$ cat src/rtl/rv_ctrl_pkg.sv
// ============================================================================
// Module   : rv_ctrl_pkg
// Purpose  : Shared encodings for the multicycle RV32 control path.
// Revision : 1.0 - initial release
// ============================================================================
`default_nettype none

package rv_ctrl_pkg;

   typedef enum logic [2:0] {
      ST_FETCH   = 3'd0,
      ST_DECODE  = 3'd1,
      ST_EXEC    = 3'd2,
      ST_MEM     = 3'd3,
      ST_WB      = 3'd4,
      ST_MULWAIT = 3'd5,
      ST_TRAP    = 3'd6
   } state_t;

   typedef enum logic [3:0] {
      CLS_NONE, CLS_ALU_R, CLS_ALU_I, CLS_UPPER, CLS_LOAD,
      CLS_STORE, CLS_BRANCH, CLS_JAL, CLS_JALR, CLS_MUL
   } instr_class_t;

   localparam logic [6:0] c_op_r      = 7'b0110011;
   localparam logic [6:0] c_op_i      = 7'b0010011;
   localparam logic [6:0] c_op_load   = 7'b0000011;
   localparam logic [6:0] c_op_store  = 7'b0100011;
   localparam logic [6:0] c_op_branch = 7'b1100011;
   localparam logic [6:0] c_op_jal    = 7'b1101111;
   localparam logic [6:0] c_op_jalr   = 7'b1100111;
   localparam logic [6:0] c_op_lui    = 7'b0110111;
   localparam logic [6:0] c_op_auipc  = 7'b0010111;

   localparam logic [3:0] c_alu_add   = 4'b0000;
   localparam logic [3:0] c_alu_sub   = 4'b0001;
   localparam logic [3:0] c_alu_and   = 4'b0010;
   localparam logic [3:0] c_alu_or    = 4'b0011;
   localparam logic [3:0] c_alu_xor   = 4'b0100;
   localparam logic [3:0] c_alu_sll   = 4'b0101;
   localparam logic [3:0] c_alu_srl   = 4'b0110;
   localparam logic [3:0] c_alu_sra   = 4'b0111;
   localparam logic [3:0] c_alu_slt   = 4'b1000;
   localparam logic [3:0] c_alu_sltu  = 4'b1001;
   localparam logic [3:0] c_alu_mul   = 4'b1010;

   localparam logic [1:0] c_pc_plus4   = 2'b00;
   localparam logic [1:0] c_pc_imm     = 2'b01;
   localparam logic [1:0] c_pc_rs1_imm = 2'b10;

   // alt selects SUB (funct3 000) or SRA (funct3 101)
   function automatic logic [3:0] alu_from_funct3(input logic [2:0] f3, input logic alt);
      logic [3:0] op;
      case (f3)
         3'b000:  op = alt ? c_alu_sub : c_alu_add;
         3'b001:  op = c_alu_sll;
         3'b010:  op = c_alu_slt;
         3'b011:  op = c_alu_sltu;
         3'b100:  op = c_alu_xor;
         3'b101:  op = alt ? c_alu_sra : c_alu_srl;
         3'b110:  op = c_alu_or;
         default: op = c_alu_and;
      endcase
      return op;
   endfunction

endpackage

`default_nettype wire

$ cat src/rtl/rv_decode.sv
// ============================================================================
// Module   : rv_decode
// Purpose  : Combinational opcode/funct decode into ALU op, class and legality.
// Revision : 1.0 - initial release
// ============================================================================
`default_nettype none

module rv_decode
   import rv_ctrl_pkg::*;
#(
   parameter int ENABLE_M = 0
) (
   input  logic [6:0]   opcode,
   input  logic [2:0]   funct3,
   input  logic [6:0]   funct7,
   output logic [3:0]   alu_op,
   output instr_class_t cls,
   output logic         legal
);

   always_comb begin
      alu_op = c_alu_add;
      cls    = CLS_NONE;
      legal  = 1'b0;
      case (opcode)
         c_op_r: begin
            case (funct7)
               7'h00: begin
                  cls    = CLS_ALU_R;
                  legal  = 1'b1;
                  alu_op = alu_from_funct3(funct3, 1'b0);
               end
               7'h20: begin
                  cls    = CLS_ALU_R;
                  legal  = (funct3 == 3'b000) || (funct3 == 3'b101);
                  alu_op = alu_from_funct3(funct3, 1'b1);
               end
               7'h01: begin
                  // Only MUL..MULHU exist; the divide half stays illegal
                  cls    = CLS_MUL;
                  legal  = (ENABLE_M != 0) && !funct3[2];
                  alu_op = c_alu_mul + {2'b00, funct3[1:0]};
               end
               default: ;
            endcase
         end
         c_op_i: begin
            cls    = CLS_ALU_I;
            legal  = 1'b1;
            alu_op = alu_from_funct3(funct3, (funct3 == 3'b101) && (funct7 == 7'h20));
         end
         c_op_load:   begin cls = CLS_LOAD;   legal = 1'b1; end
         c_op_store:  begin cls = CLS_STORE;  legal = 1'b1; end
         c_op_branch: begin cls = CLS_BRANCH; legal = 1'b1; alu_op = c_alu_sub; end
         c_op_jal:    begin cls = CLS_JAL;    legal = 1'b1; end
         c_op_jalr:   begin cls = CLS_JALR;   legal = 1'b1; end
         c_op_lui,
         c_op_auipc:  begin cls = CLS_UPPER;  legal = 1'b1; end
         default: ;
      endcase
   end

endmodule

`default_nettype wire

$ cat src/rtl/multicycle_ctrl.sv
// ============================================================================
// Module   : multicycle_ctrl
// Purpose  : Multicycle RV32I(+M) control FSM with memory wait timeout.
// Revision : 1.0 - initial release
// ============================================================================
`default_nettype none

module multicycle_ctrl
   import rv_ctrl_pkg::*;
#(
   parameter int MEM_TIMEOUT = 16,
   parameter int ENABLE_M    = 0
) (
   input  logic       clk,
   input  logic       rst_n,
   input  logic [6:0] opcode,
   input  logic [2:0] funct3,
   input  logic [6:0] funct7,
   input  logic       mem_ready,
   input  logic       branch_taken,
   input  logic       mul_done,
   input  logic       trap_ack,
   output logic       ir_write,
   output logic       pc_write,
   output logic       reg_write,
   output logic       mem_req,
   output logic       mem_we,
   output logic       mem_is_instr,
   output logic       mem_to_reg,
   output logic       alu_src,
   output logic       mul_start,
   output logic [3:0] alu_op,
   output logic [1:0] pc_src,
   output logic       illegal,
   output logic [2:0] state_o
);

   localparam logic [7:0] c_cnt_limit = 8'(MEM_TIMEOUT - 1);

   state_t       r_state;
   logic [7:0]   r_wait_cnt;
   logic [3:0]   w_alu_op;
   instr_class_t w_cls;
   logic         w_legal;
   logic         w_timeout;

   rv_decode #(.ENABLE_M(ENABLE_M)) u_decode (
      .opcode (opcode),
      .funct3 (funct3),
      .funct7 (funct7),
      .alu_op (w_alu_op),
      .cls    (w_cls),
      .legal  (w_legal)
   );

   assign w_timeout = (r_wait_cnt == c_cnt_limit);
   assign state_o   = r_state;

   // Counter is cleared on every transition; a ready in the limit cycle wins
   always_ff @(posedge clk or negedge rst_n) begin
      if (!rst_n) begin
         r_state    <= ST_FETCH;
         r_wait_cnt <= 8'd0;
      end else begin
         case (r_state)
            ST_FETCH, ST_MEM: begin
               if (mem_ready) begin
                  r_wait_cnt <= 8'd0;
                  if (r_state == ST_FETCH)   r_state <= ST_DECODE;
                  else if (w_cls == CLS_LOAD) r_state <= ST_WB;
                  else                        r_state <= ST_FETCH;
               end else if (w_timeout) begin
                  r_wait_cnt <= 8'd0;
                  r_state    <= ST_TRAP;
               end else begin
                  r_wait_cnt <= r_wait_cnt + 8'd1;
               end
            end
            ST_DECODE: begin
               r_wait_cnt <= 8'd0;
               r_state    <= w_legal ? ST_EXEC : ST_TRAP;
            end
            ST_EXEC: begin
               r_wait_cnt <= 8'd0;
               case (w_cls)
                  CLS_ALU_R, CLS_ALU_I, CLS_UPPER: r_state <= ST_WB;
                  CLS_LOAD, CLS_STORE:             r_state <= ST_MEM;
                  CLS_MUL:                         r_state <= ST_MULWAIT;
                  default:                         r_state <= ST_FETCH;
               endcase
            end
            ST_MULWAIT: begin
               r_wait_cnt <= 8'd0;
               if (mul_done) r_state <= ST_WB;
            end
            ST_WB: begin
               r_wait_cnt <= 8'd0;
               r_state    <= ST_FETCH;
            end
            ST_TRAP: begin
               r_wait_cnt <= 8'd0;
               if (trap_ack) r_state <= ST_FETCH;
            end
            default: begin
               r_wait_cnt <= 8'd0;
               r_state    <= ST_FETCH;
            end
         endcase
      end
   end

   // Outputs are forced low while reset is held, even though the state reads FETCH
   always_comb begin
      ir_write     = 1'b0;
      pc_write     = 1'b0;
      reg_write    = 1'b0;
      mem_req      = 1'b0;
      mem_we       = 1'b0;
      mem_is_instr = 1'b0;
      mem_to_reg   = 1'b0;
      alu_src      = 1'b0;
      mul_start    = 1'b0;
      alu_op       = c_alu_add;
      pc_src       = c_pc_plus4;
      illegal      = 1'b0;
      if (rst_n) begin
         case (r_state)
            ST_FETCH: begin
               mem_req      = 1'b1;
               mem_is_instr = 1'b1;
               ir_write     = mem_ready;
            end
            ST_EXEC: begin
               case (w_cls)
                  CLS_ALU_R: alu_op = w_alu_op;
                  CLS_ALU_I, CLS_UPPER, CLS_LOAD, CLS_STORE: begin
                     alu_op  = w_alu_op;
                     alu_src = 1'b1;
                  end
                  CLS_BRANCH: begin
                     alu_op   = c_alu_sub;
                     pc_write = 1'b1;
                     pc_src   = branch_taken ? c_pc_imm : c_pc_plus4;
                  end
                  CLS_JAL, CLS_JALR: begin
                     reg_write = 1'b1;
                     pc_write  = 1'b1;
                     pc_src    = (w_cls == CLS_JAL) ? c_pc_imm : c_pc_rs1_imm;
                  end
                  CLS_MUL: begin
                     alu_op    = w_alu_op;
                     mul_start = 1'b1;
                  end
                  default: ;
               endcase
            end
            ST_MEM: begin
               mem_req  = 1'b1;
               mem_we   = (w_cls == CLS_STORE);
               pc_write = mem_ready && (w_cls == CLS_STORE);
            end
            ST_MULWAIT: alu_op = w_alu_op;
            ST_WB: begin
               reg_write  = 1'b1;
               mem_to_reg = (w_cls == CLS_LOAD);
               pc_write   = 1'b1;
            end
            ST_TRAP: illegal = 1'b1;
            default: ;
         endcase
      end
   end

endmodule

`default_nettype wire

$ cat config.mk
export PLATFORM = sky130hd
export DESIGN_NAME = multicycle_ctrl
export DESIGN_NICKNAME = d
export VERILOG_FILES = /design/src/rtl/rv_ctrl_pkg.sv /design/src/rtl/rv_decode.sv /design/src/rtl/multicycle_ctrl.sv
export SDC_FILE = /design/constraint.sdc
export NUM_CORES = 1
export LEC_CHECK = 0
export CORE_MARGIN = 2
export CORE_UTILIZATION = 35
export CTS_BUF_LIST = sky130_fd_sc_hd__clkbuf_8
export CTS_CLUSTER_DIAMETER = 150
export DETAILED_ROUTE_END_ITERATION = 8
export GPL_TIMING_DRIVEN = 0
export HOLD_SLACK_MARGIN = 0.08
export PLACE_DENSITY = 0.65
export SLEW_MARGIN = 20
export SYNTH_ARGS = -nofsm -noshare
export SYNTH_HDL_FRONTEND = slang
export SYNTH_HIERARCHICAL = 1
export SYNTH_SLANG_ARGS = --single-unit
export TNS_END_PERCENT = 20
$ cat constraint.sdc
create_clock -name clk -period 3.65 [get_ports clk]
set_clock_uncertainty 0.05 [all_clocks]
set_input_delay 0.9125 -clock clk [delete_from_list [all_inputs] [get_ports clk]]
set_output_delay 0.9125 -clock clk [all_outputs]
set_load 0.05 [all_outputs]
==> impl_metrics.py, run 1 <==
metrics = {
    "placed_design": {
        "place_congestion": 0.8155,
        "numPortBuffers": 38,
        "dp_hpwl_mm": 2.719,
    },
    "synthesis": {
        "synth_top_area_share_pct": 19.96,
        "postSynthCellCount": 186,
        "yosysMostFrequentCell": "nor2_1",
        "syn_nets": 210,
        "synth_edf_count": 0,
        "seq_area_frac_synth_pct": 19.96,
        "ys.flop_type": "dfrtp_1",
        "avgSynthCellArea_sq_um": 7.413,
        "synth-warning-count": 6,
        "synth_seq_cells": 11,
        "synth.distinct_cells": 52,
        "synth_area_leaders": "dfrtp_1, nor2_1, nor2b_1",
        "synth.top_cells.by_count": "nor2_1, nand2_1, a21oi_1, o21ai_0, dfrtp_1",
        "yosys.area.top_type": "dfrtp_1",
        "ys_async_sr_fraction_pct": 100.0,
        "synth_area_sq_um": 1379,
    },
    "timing": {
        "slew_violations": 0,
        "post-route-period-util_pct": 105.5,
        "period_minus_slack_ps": 3851,
        "rsz0062_at_grt": "true",
        "whs_ps": 418.2,
        "worst_slew_pin_slew_ps": 552.2,
        "finalHoldViolations": 0,
        "slew_headroom_pct": 62.71,
        "final.setup.worst_slack_ps": -201.5,
        "setup_viol": 7,
        "fmax_ghz": 0.2596,
    },
    "floorplan": {
        "initial_core_util_pct": 37.10,
        "die_h_microns": 66.77,
        "dieWidth_microns": 66.77,
        "io_pins": 42,
        "core_area_sq_um": 3716,
        "rows": 22,
        "dieArea_sq_um": 4458,
    },
    "setup_path": {
        "cp.required_ps": 2690,
        "critical_path_class": "primary input to output port",
        "worstSetupEndpointType": "output port",
        "crit_path_max_fanout": 4,
        "arrival_ps": 2890,
        "startpoint_type": "primary input",
    },
    "grt": {
        "antenna_found_initial": 0,
        "grt_usage_pct": 19.52,
        "grt_first_pass_wirelength_mm": 6.893,
        "grt_max_degree": 19,
        "grt_pass1_vias": 1577,
        "grt-ovfl-total": 0,
    },
    "final_layout": {
        "fill_cells": 353,
        "multi_input_area_sq_um": 1167,
        "regArea_sq_um": 275.3,
        "n_antenna_cell": 0,
        "syn_to_final_growth_pct": 59.89,
        "fin_util_pct": 59.33,
        "drive_gt1_share_pct": 35.74,
        "final_nets": 274,
    },
    "route": {
        "wirelength_mm": 4.118,
        "first_pass_iters": 4,
        "drcViolationCount": 0,
        "vias_per_cell": 5.434,
        "vias": 1614,
        "antenna_left": 0,
        "drt_iter0_drc": 137,
        "wl_per_cell_microns": 13.87,
    },
    "clock_network": {
        "root_buffer": "clkbuf_8",
        "clk_latency_ps": 240,
        "cts_hold_buf": 0,
        "cts_buffers": 3,
        "clkTransAtPathRegs_ps": 50,
        "clockBufferDepth": 2,
        "tritoncts": "built",
        "clock_sinks": 11,
        "cts_max_level": 1,
    },
    "hold_path": {
        "hp-class": "flop to flop",
    },
    "pwr": {
        "power_density_nw_per_um2": 368.1,
        "power_uw": 811.5,
        "p_leak_uw": 0.0009173,
        "ir_drop_mv": 0.5386,
    },
    "run": {
        "maxCapViolCount": 0,
    },
    "outcome": {
        "status": "finished with violations",
        "violations": "negative setup slack",
    },
}
layout by cell type, fill, tap and decap left out, types with 3 or more instances in the layout:
cell type | synthesis | routed
a21oi_1 | 12 | 9
a32oi_1 | 3 | 3
and2_4 | 0 | 3
buf_2 | 1 | 4
buf_4 | 3 | 28
buf_6 | 1 | 9
buf_8 | 0 | 4
clkbuf_8 | 1 | 6
clkdlybuf4s15_2 | 0 | 3
clkdlybuf4s50_1 | 0 | 9
dfrtp_1 | 11 | 11
dlygate4sd2_1 | 0 | 6
inv_1 | 4 | 5
nand2_1 | 15 | 13
nand2b_1 | 9 | 7
nand3_1 | 7 | 7
nand3b_1 | 3 | 3
nor2_1 | 19 | 19
nor2b_1 | 10 | 5
nor2b_2 | 0 | 3
nor3_1 | 9 | 6
nor3_2 | 0 | 3
nor4_1 | 5 | 3
nor4_4 | 1 | 3
o21ai_0 | 12 | 9
o21ai_1 | 0 | 3
xnor2_1 | 5 | 5
xor2_1 | 3 | 3
per-stage QoR:
step	setup TNS, ps	std cells	setup slack [ps]	cell area [sq um]
finish	-1087	297	-201.5	2205
floorplan	-3196	186	-436.5	1434
CTS	-982.4	296	-164.7	2178
global placement	-20120	272	-1761	1874
detailed placement	-19750	272	-1750	1874
global route	-1687	297	-293.4	2205
routing by layer:
| metal | up-vias | track usage (%) | share of wire [%] |
|---|---|---|---|
| met4 | 0 | 4.337 | 0.66 |
| li1 | 812 | - | - |
| met5 | - | 0 | 0 |
| met1 | 754 | 25.54 | 47 |
| met2 | 44 | 33.50 | 48 |
| met3 | 4 | 3.209 | 4.9 |
state kept, by name, summed over array words and instances (netlist names):
signal / flops
state_o: 3
r_wait_cnt: 8
kinds of logic after synthesis:
logic type,Yosys count,synth area share [%]
xor gates and xnor gates,8,5.082
DFF,11,19.96
AOI/OAI and AO/OA,47,23.69
and+or+nand+nor,102,42.56
muxes,2,1.543
adders and majority gates,1,0.9073
buffers and inverters,15,6.260
final cells by class:
| cell class | instances | area share [%] |
|---|---|---|
| plain buffers | 10 | 4.484 |
| clock buffers | 3 | 1.873 |
| clock inverters | 1 | 0.1703 |
| inverters | 4 | 0.6810 |
| multi-input cells | 160 | 52.95 |
| flip-flops and latches | 11 | 12.49 |
| well taps | 48 | 2.724 |
| repair buffers | 60 | 24.63 |
path summary, 6_finish.rpt:
path	cells past startpoint	from	slack [ps]	endpoint
max	11	funct7[2]	-200	alu_op[0]
min	1	r_wait_cnt[0]$_DFF_PN0_	420	r_wait_cnt[0]$_DFF_PN0_
max reg2reg	4	r_wait_cnt[6]$_DFF_PN0_	1910	state_o[0]$_DFFE_PN0P_
min reg2reg	1	r_wait_cnt[0]$_DFF_PN0_	420	r_wait_cnt[0]$_DFF_PN0_
max in group asynchronous	1	rst_n	2580	state_o[1]$_DFFE_PN0P_
min in group asynchronous	1	rst_n	660	r_wait_cnt[3]$_DFF_PN0_
what timing repair did:
item / CTS / global route
pin swaps: 19 / 5
cloned: 0 / 0
endpoints found under the hold margin: 0 / 0
resized for setup: 148 / 14
buffers inserted: 21 / 1
endpoints found under the setup margin: 16 / 13
power by group:
group | leakage, uW | switching (uW) | internal [uW]
Combinational | 0.000741 | 308 | 208
Clock | 0.0000269 | 42.9 | 73.6
Sequential | 0.000149 | 34.8 | 145
Total | 0.000917 | 385 | 426
critical path: stages:
cell and delay (ps):
buf_6 90, or3_4 410, nor4_4 240, a21oi_2 100, nor2b_2 170, buf_4 130, nor2_1 30, a22o_1 180
o211a_1 280, a21o_1 180, buf_6 150
Note: power is estimated with default switching activity, not from simulation.
==> run 2: changes to the inputs <==
- CORE_ASPECT_RATIO: default -> 0.5
==> run 2 against run 1 <==
Compared with the run above: the run still ends with negative setup slack left; setup slack better by 21 ps; non-clock buffer count down 5; critical path depth unchanged; wire length down 0.90%; via count down 0.56%; register-to-register slack about the same; flip-flop and latch count unchanged; power up 0.30%; utilization down 2.6 points; first-iteration DRC count down 50%; clock-buffer cell count unchanged.
==> impl_metrics.py, run 2 (synthesis results as in run 1) <==
metrics = {
    "setup_path": {
        "startpoint_type": "primary input",
        "crit_cells": 11,
        "timing.rr.start": "r_wait_cnt[6]$_DFF_PN0_",
        "path_buf_inv": 3,
        "crit_path_max_fanout": 4,
        "slowest_delay_ps": 420,
        "reg2reg_to": "state_o[0]$_DFFE_PN0P_",
        "cp.required_ps": 2690,
        "cp_cell_sequence": "buf_6 > or3_4 > nor4_4 > a21oi_2 > nor2b_2 > buf_6 > nor2_2 > a22o_1 > o211a_1 > a21o_1 > buf_6",
        "crit_family": "simple AND/OR/NAND/NOR gates",
        "worst_path_max_delay_cell": "or3_4",
        "cp-startpoint": "funct7[2]",
        "critical_path_class": "primary input to output port",
        "r2r_slack_ps": 1920,
        "arrival_ps": 2870,
        "worstSetupEndpointType": "output port",
        "cp-endpoint": "alu_op[0]",
        "r2r_cells": 4,
        "crit_top_cell": "buf_6",
    },
    "final_layout": {
        "final_nets": 269,
        "syn_to_final_growth_pct": 58.17,
        "final_cells": 298,
        "largest_register_ffs": 8,
        "n_antenna_cell": 0,
        "mostFrequentLayoutCells": "buf_4, nor2_1, nand2_1, buf_6, dfrtp_1",
        "layout_commonest_cell": "buf_4",
        "drive_gt1_share_pct": 34.43,
        "fill_cells": 374,
        "regMostFlops": "r_wait_cnt",
    },
    "timing": {
        "setup_viol": 6,
        "slew_violations": 0,
        "final.setup.worst_slack_ps": -180.0,
        "fmax_ghz": 0.2611,
        "whs_ps": 417.1,
        "period_minus_slack_ps": 3830,
        "post-route-period-util_pct": 104.9,
        "finalHoldViolations": 0,
        "rsz0062_at_grt": "true",
        "slew_headroom_pct": 59.64,
        "worst_slew_pin_slew_ps": 597.6,
    },
    "placed_design": {
        "dp_hpwl_mm": 2.771,
        "placed_cells": 278,
        "pre_cts_slack_ps": -1738,
        "numPortBuffers": 38,
        "place_congestion": 0.8349,
    },
    "floorplan": {
        "dieWidth_microns": 92.77,
        "dieArea_sq_um": 4488,
        "die_h_microns": 48.38,
        "io_pins": 42,
        "core_area_sq_um": 3844,
        "initial_core_util_pct": 35.87,
        "rows": 16,
    },
    "clock_network": {
        "tritoncts": "built",
        "cts_max_level": 1,
        "clkTransAtPathRegs_ps": 50,
        "clock_sinks": 11,
        "root_buffer": "clkbuf_8",
        "clockBufferDepth": 2,
        "clk_latency_ps": 240,
        "cts_hold_buf": 0,
        "cts_buffers": 3,
    },
    "run": {
        "maxCapViolCount": 0,
    },
    "outcome": {
        "status": "finished with violations",
        "violations": "negative setup slack",
    },
    "pwr": {
        "p_leak_uw": 0.0008928,
        "ir_drop_mv": 0.2564,
        "power_density_nw_per_um2": 373.2,
    },
    "route": {
        "wirelength_mm": 4.081,
        "drt_iter0_drc": 68,
        "vias_per_cell": 5.386,
        "antenna_left": 0,
        "wl_per_cell_microns": 13.69,
        "vias": 1605,
        "drcViolationCount": 0,
        "first_pass_iters": 4,
    },
    "grt": {
        "antenna_found_initial": 0,
        "grt_max_degree": 19,
        "grt_first_pass_wirelength_mm": 6.920,
        "grt_usage_pct": 18.10,
        "grt-ovfl-total": 0,
        "grt_pass1_vias": 1591,
    },
    "hold_path": {
        "hp-class": "flop to flop",
    },
}
[run 2: cell types whose count changed in the layout (fill, tap and decap cells not counted), sizes merged]
cell,change
clkdlybuf4s50,+1
dlygate4sd2,-1
clkdlybuf4s15,+1
clkbuf,-1
inv,-1
clkinv,+1
buf,-5
[run 2: worst register-to-register path, delay by kind of cell, from the launching register on]
kind	cells	cell delay (ps)
compound gates	2	510
flops	1	400
simple gates	2	650
[run 2: area by class of cell]
class                           instances  area [sq um]  area share [%]
Buffer                                 10         102.6           4.705
Clock buffer                            3         41.29           1.893
Clock inverter                          1         5.005          0.2295
Inverter                                4         15.01          0.6885
Multi-Input combinational cell        160          1172           53.76
Sequential cell                        11         275.3           12.62
Tap cell                               54         67.56           3.098
Timing Repair Buffer                   55         501.7           23.01
[run 2: what timing repair did]
action	in CTS	in global routing
pin swaps	15	4
setup buffers	13	4
resized for setup	144	17
endpoints found under the setup margin	16	13
[run 2: report_power, final]
group / switching (uW) / leakage, uW / internal, uW
logic: 309 / 0.000718 / 206
clock network: 46.7 / 0.0000255 / 75.1
registers: 32.4 / 0.000149 / 145
total: 388 / 0.000893 / 426
[run 2: routing by layer]
layer / vias to the layer above / wire length, microns / track usage [%]
li1: 805 / - / -
met5: - / 0 / 0
met2: 32 / 1898 / 30.31
met3: 4 / 190 / 3.115
met1: 764 / 1972 / 24.69
met4: 0 / 19 / 3.922
[run 2: how the worst min path moves through the flow]
stage                               to  depth (start not counted)               startpoint  slack (ps)
6_report       r_wait_cnt[0]$_DFF_PN0_                          1  r_wait_cnt[0]$_DFF_PN0_         420
5_1_grt        r_wait_cnt[0]$_DFF_PN0_                          1  r_wait_cnt[0]$_DFF_PN0_         460
4_1_cts        r_wait_cnt[0]$_DFF_PN0_                          1  r_wait_cnt[0]$_DFF_PN0_         430
3_5_place_dp   r_wait_cnt[0]$_DFF_PN0_                          1  r_wait_cnt[0]$_DFF_PN0_         420
3_3_place_gp   r_wait_cnt[0]$_DFF_PN0_                          1  r_wait_cnt[0]$_DFF_PN0_         410
2_1_floorplan  r_wait_cnt[0]$_DFF_PN0_                          1  r_wait_cnt[0]$_DFF_PN0_         380
[run 2: metrics by stage]
step	setup TNS (ps)	util (%)	power [uW]	instance area, sq um
after floorplan	-3196	-	531.5	1434
after global placement	-19390	48.96	673.7	1882
after detailed placement	-19630	48.96	674.9	1882
after CTS	-843.8	55.31	813.3	2126
after global routing	-1583	56.74	871.9	2181
final	-893.3	56.74	813.9	2181
==> run 3: changes to the inputs <==
- CORE_MARGIN: 2 -> default
- CORE_UTILIZATION: 35 -> 44
- PLACE_DENSITY: 0.65 -> 0.79
==> run 3 against run 2 <==
Compared with the run above: the run still ends with negative setup slack left; utilization grew 19 points; worst hold slack improved by 4.1 ps; first-iteration DRC count rose by 10%; global-route usage grew 7.7 points; setup slack lost 39 ps; clock-buffer cell count stayed put; cell area is 3.0% lower; sequential power about the same; combinational power hardly changed; critical path type unchanged; critical endpoint unchanged; largest power group unchanged; highest routed layer unchanged.
==> impl_metrics.py, run 3 (synthesis results as in run 1) <==
metrics = {
    "outcome": {
        "violations": "negative setup slack",
        "status": "finished with violations",
    },
    "timing": {
        "rsz0062_at_grt": "true",
        "slew_headroom_pct": 61.11,
        "slew_violations": 0,
        "fmax_ghz": 0.2585,
        "worst_slew_pin_slew_ps": 575.8,
        "final.setup.worst_slack_ps": -218.8,
        "period_minus_slack_ps": 3869,
        "finalHoldViolations": 0,
        "post-route-period-util_pct": 106.0,
        "setup_viol": 8,
    },
    "grt": {
        "grt_usage_pct": 25.78,
        "grt_first_pass_wirelength_mm": 6.879,
        "antenna_found_initial": 0,
        "grt_max_degree": 19,
        "grt-ovfl-total": 0,
        "grt_pass1_vias": 1539,
    },
    "final_layout": {
        "fin_util_pct": 76.07,
        "final_cells": 276,
        "largest_register_ffs": 8,
        "n_antenna_cell": 0,
        "final_nets": 264,
        "syn_to_final_growth_pct": 53.45,
        "mostFrequentLayoutCells": "nor2_1, buf_4, nand2_1, buf_6, dfrtp_1",
        "drive_gt1_share_pct": 32.22,
        "fin_area_sq_um": 2116,
        "layout_commonest_cell": "nor2_1",
        "regMostFlops": "r_wait_cnt",
    },
    "floorplan": {
        "dieWidth_microns": 81.17,
        "core_area_sq_um": 2781,
        "die_h_microns": 41.59,
        "rows": 13,
        "io_pins": 42,
        "dieArea_sq_um": 3375,
        "initial_core_util_pct": 49.57,
    },
    "clock_network": {
        "clkTransAtPathRegs_ps": 50,
        "cts_hold_buf": 0,
        "clockBufferDepth": 2,
        "cts_buffers": 3,
        "tritoncts": "built",
        "root_buffer": "clkbuf_8",
        "cts_max_level": 1,
        "clock_sinks": 11,
        "clk_latency_ps": 240,
    },
    "placed_design": {
        "numPortBuffers": 38,
        "place_congestion": 0.8130,
        "pre_cts_slack_ps": -1743,
        "dp_hpwl_mm": 2.873,
        "postPlaceCellArea_sq_um": 1861,
        "placed_cells": 261,
    },
    "run": {
        "maxCapViolCount": 0,
    },
    "route": {
        "vias": 1620,
        "vias_per_cell": 5.870,
        "antenna_left": 0,
        "drt_iter0_drc": 75,
        "drcViolationCount": 0,
        "wl_per_cell_microns": 15.36,
        "wirelength_mm": 4.240,
        "first_pass_iters": 5,
    },
    "setup_path": {
        "startpoint_type": "primary input",
        "critical_path_class": "primary input to output port",
        "path_buf_inv": 3,
        "cp_cell_sequence": "buf_6 > or3_4 > nor4_4 > a21oi_2 > nor2b_4 > buf_6 > nor2_2 > a22o_1 > o211a_1 > a21o_1 > buf_6",
        "arrival_ps": 2910,
        "crit_top_cell": "buf_6",
        "r2r_cells": 4,
        "cp.required_ps": 2690,
        "worst_path_max_delay_cell": "or3_4",
        "worstSetupEndpointType": "output port",
        "crit_family": "simple AND/OR/NAND/NOR gates",
        "crit_cells": 11,
        "slowest_delay_ps": 420,
        "crit_path_max_fanout": 4,
    },
    "pwr": {
        "switchingPower_uw": 390.7,
        "swShare_pct": 48.15,
        "power_density_nw_per_um2": 383.5,
        "p_int_uw": 420.8,
        "pwr-share-seq_pct": 22.0,
        "p_clk_share_pct": 14.6,
        "ir_drop_mv": 0.4786,
        "p_leak_uw": 0.0008667,
        "comb_power_share_pct": 63.4,
    },
    "hold_path": {
        "hp-class": "flop to flop",
        "min_path_cells": 1,
    },
}
==> run 3: area by class of cell <==
class	count	area, sq um
inverters	4	15.01
flip-flops and latches	11	275.3
clock inverters	1	3.754
clock buffers	3	41.29
repair buffers	50	462.9
plain buffers	10	102.6
fillers	225	665.6
multi-input cells	160	1169
well taps	37	46.29
==> run 3: metrics by stage <==
stage / TNS (ps) / total power (uW) / hold slack (ps)
3_3_place_gp: -19110 / 670.2 / 401.3
4_1_cts: -1241 / 808.5 / 427.9
2_1_floorplan: -3196 / 531.5 / 382.9
3_5_place_dp: -19820 / 677.4 / 419.5
6_report: -1243 / 811.5 / 421.3
5_1_grt: -2029 / 859.8 / 443.3
==> run 3: timing repair <==
| item | 4_1_cts | 5_1_grt |
|---|---|---|
| pin swaps | 12 | 0 |
| gates resized for setup | 149 | 10 |
| hold endpoints to repair | 0 | 0 |
| setup endpoints to repair | 16 | 13 |
| setup buffers | 11 | 1 |
==> run 3: power groups by stage <==
stage	sequential [uW]	clock [uW]	combinational (uW)
floorplan	220	0	312
global placement	178	0	492
detailed placement	180	0	498
CTS	178	121	509
global route	182	125	553
finish	178	118	515
==> run 3: per-layer routing <==
metal  routed length, microns  up-vias  part of all wire [%]  track usage (%)
met2                     2052       59                    48            44.03
met4                       38        0                  0.90            6.071
met3                      218        6                   5.1            4.396
met5                        0        -                     0                0
li1                         -      797                     -                -
met1                     1930      758                    46            33.73
==> run 3: worst paths after layout <==
path                                           end  slack (ps)               startpoint
setup reg to reg            state_o[0]$_DFFE_PN0P_        1900  r_wait_cnt[6]$_DFF_PN0_
max in group asynchronous   state_o[2]$_DFFE_PN0P_        2600                    rst_n
hold / removal             r_wait_cnt[0]$_DFF_PN0_         420  r_wait_cnt[0]$_DFF_PN0_
min in group asynchronous   state_o[1]$_DFFE_PN0P_         650                    rst_n
hold reg to reg            r_wait_cnt[0]$_DFF_PN0_         420  r_wait_cnt[0]$_DFF_PN0_
setup / recovery                         alu_op[0]        -220                funct7[3]
==> RTL edit, RTL diff (flow settings as in run 2) <==
Change the parameter `MEM_TIMEOUT` from 16 to 15.
--- a/src/rtl/multicycle_ctrl.sv
+++ b/src/rtl/multicycle_ctrl.sv
@@ -8,7 +8,7 @@
 module multicycle_ctrl
    import rv_ctrl_pkg::*;
 #(
-   parameter int MEM_TIMEOUT = 16,
+   parameter int MEM_TIMEOUT = 15,
    parameter int ENABLE_M    = 0
 ) (
    input  logic       clk,
Formal check against the unedited RTL: same outputs for any inputs over 10 cycles, from zero or initial values and one cycle with rst_n low; that may be too few to reach the edited logic, so the function may still have changed.
==> RTL edit against run 2 <==
- the run still ends with setup timing left
- final cell count shrank 0.34%
- maximum frequency shrank 2.3%
- via count down 0.37%
- total power shrank 1.8%
- die area increased by 0.25%
- sequential cell count did not move
- routed wire length fell by 3.7%
- worst setup slack lost 0.088 ns
- synthesized area is 0.27% higher
- design area grew 4.6%
- global-route usage fell by 0.30 points
- largest power group unchanged
==> RTL edit: results (changes against run 2) <==
Synthesis
  – Post-synth top cells: nor2_1, nand2_1, dfrtp_1, nand3_1, a21oi_1
  – Post-Synth XOR/XNOR Area: 6.878% (+1.8 points)
  – Largest cells by area after synthesis: dfrtp_1, nor2_1, nand3_1
  – Post-synthesis compound-gate area fraction: 18.73% (-5.0 points)
  – Post-synthesis mux area share: 2.172% (+0.63 points)
  – Post-Syn Nets: 209 (-0.48%)
  – Netlist cell types: 54 (+3.8%)

Worst setup path
  – Reg2reg end: state_o[2]$_DFFE_PN0P_
  – R2R cell count: 5 (+1)
  – RR Startpoint: state_o[0]$_DFFE_PN0P_
  – Crit. Startpoint: funct7[1]
  – Data arrival, critical path: 2.96 ns (+0.09 ns)

STA
  – Setup violation total in the final timing report: 9 (+3)
  – PnR worst setup slack: -0.2683 ns (-0.08832 ns)

Detailed routing
  – Post-DR wirelength/cell: 13.23 um (-3.4%)
  – DRT Pass-1 Iters: 5 (+1)
  – Vias: 1599 (-0.37%)
  – Initial DRC Count: 84 (+24%)

Global route
  – First-pass GRT wire length: 6603 um (-4.6%)
  – Largest net degree at the start of global routing: 17 (-2)
  – Number of global-route vias before repair: 1513 (-4.9%)
  – GRT Util Overall: 17.80% (-0.30 points)

Final layout
  – Share of layout cells above drive strength 1: 37.86% (+3.4 points)
  – Area of the multi-input gates: 1236 sq um (+5.4%)
  – Fillers: 333 (-11%)

Placement
  – Placement Setup Slack: -1.554 ns (+0.1841 ns)
  – Dpl hpwl: 2647 um (-4.5%)
  – Gpl congestion: 0.7919 (-5.2%)

Outcome
  – Violated checks: setup timing
  – Status: finished with violations

Pwr
  – Switch share: 47.49% (-0.17 points)
  – VDD IR max: 0.1147 mV (-55%)
## RTL edit: worst max path at each step
stage	endpoint	slack, ns	cells past startpoint
final	alu_op[3]	-0.27	10
after global routing	pc_write	-0.38	11
after CTS	alu_op[3]	-0.18	10
after detailed placement	alu_op[2]	-1.55	11
after global placement	alu_op[3]	-1.54	11
after floorplan	pc_write	-0.31	8
## RTL edit: logic make-up after synthesis
| family | count (synthesis) |
|---|---|
| AO/OA/AOI/OAI | 38 |
| XOR/XNOR | 10 |
| adder cells (fa/ha/maj) | 2 |
| buffers and inverters | 18 |
| flip-flops | 11 |
| multiplexers | 3 |
| AND/OR/NAND/NOR | 102 |
## RTL edit: layer usage
| metal | GRT usage, % | part of all wire [%] | up-vias |
|---|---|---|---|
| li1 | - | - | 789 |
| met1 | 22.07 | 44 | 760 |
| met2 | 31.40 | 50 | 41 |
| met3 | 3.583 | 4.2 | 9 |
| met4 | 5.392 | 1.9 | 0 |
| met5 | 0 | 0 | - |
## RTL edit: what timing repair did
action                                  in CTS  in global routing
endpoints found under the setup margin      16                 13
pin swaps                                   11                  9
buffers inserted                            13                  6
resized for setup                          138                 31
## RTL edit: per-stage QoR
step                hold slack (ns)  cells
finish                       0.4520    297
global route                 0.4817    297
CTS                          0.4570    292
detailed placement           0.4503    276
global placement             0.4458    276
floorplan                    0.4187    184
## RTL edit: worst max-delay path: stages
cell and delay [ns]:
buf_6 0.09, or3_4 0.40, nor4_4 0.33, a21oi_2 0.10
nor2b_2 0.20, or2b_4 0.18, a21oi_4 0.06, o311a_4 0.40
and2_4 0.15, buf_8 0.14
## RTL edit: area by class of cell
cell class                 instances  share of cell area (%)
buffer                            11                   4.498
clock buffer                       3                   1.810
clock inverter                     1                  0.1646
inverter                           6                  0.9874
multi-input combinational        155                   54.20
sequential                        11                   12.07
tap                               54                   2.962
timing repair buffer              56                   23.31
## RTL edit: power by group through the flow
stage / combinational [mW] / clock [mW] / sequential [mW]
floorplan: 0.309 / 0 / 0.209
CTS: 0.507 / 0.123 / 0.162
finish: 0.516 / 0.120 / 0.162
global route: 0.558 / 0.131 / 0.166
detailed placement: 0.492 / 0 / 0.164
global placement: 0.491 / 0 / 0.164
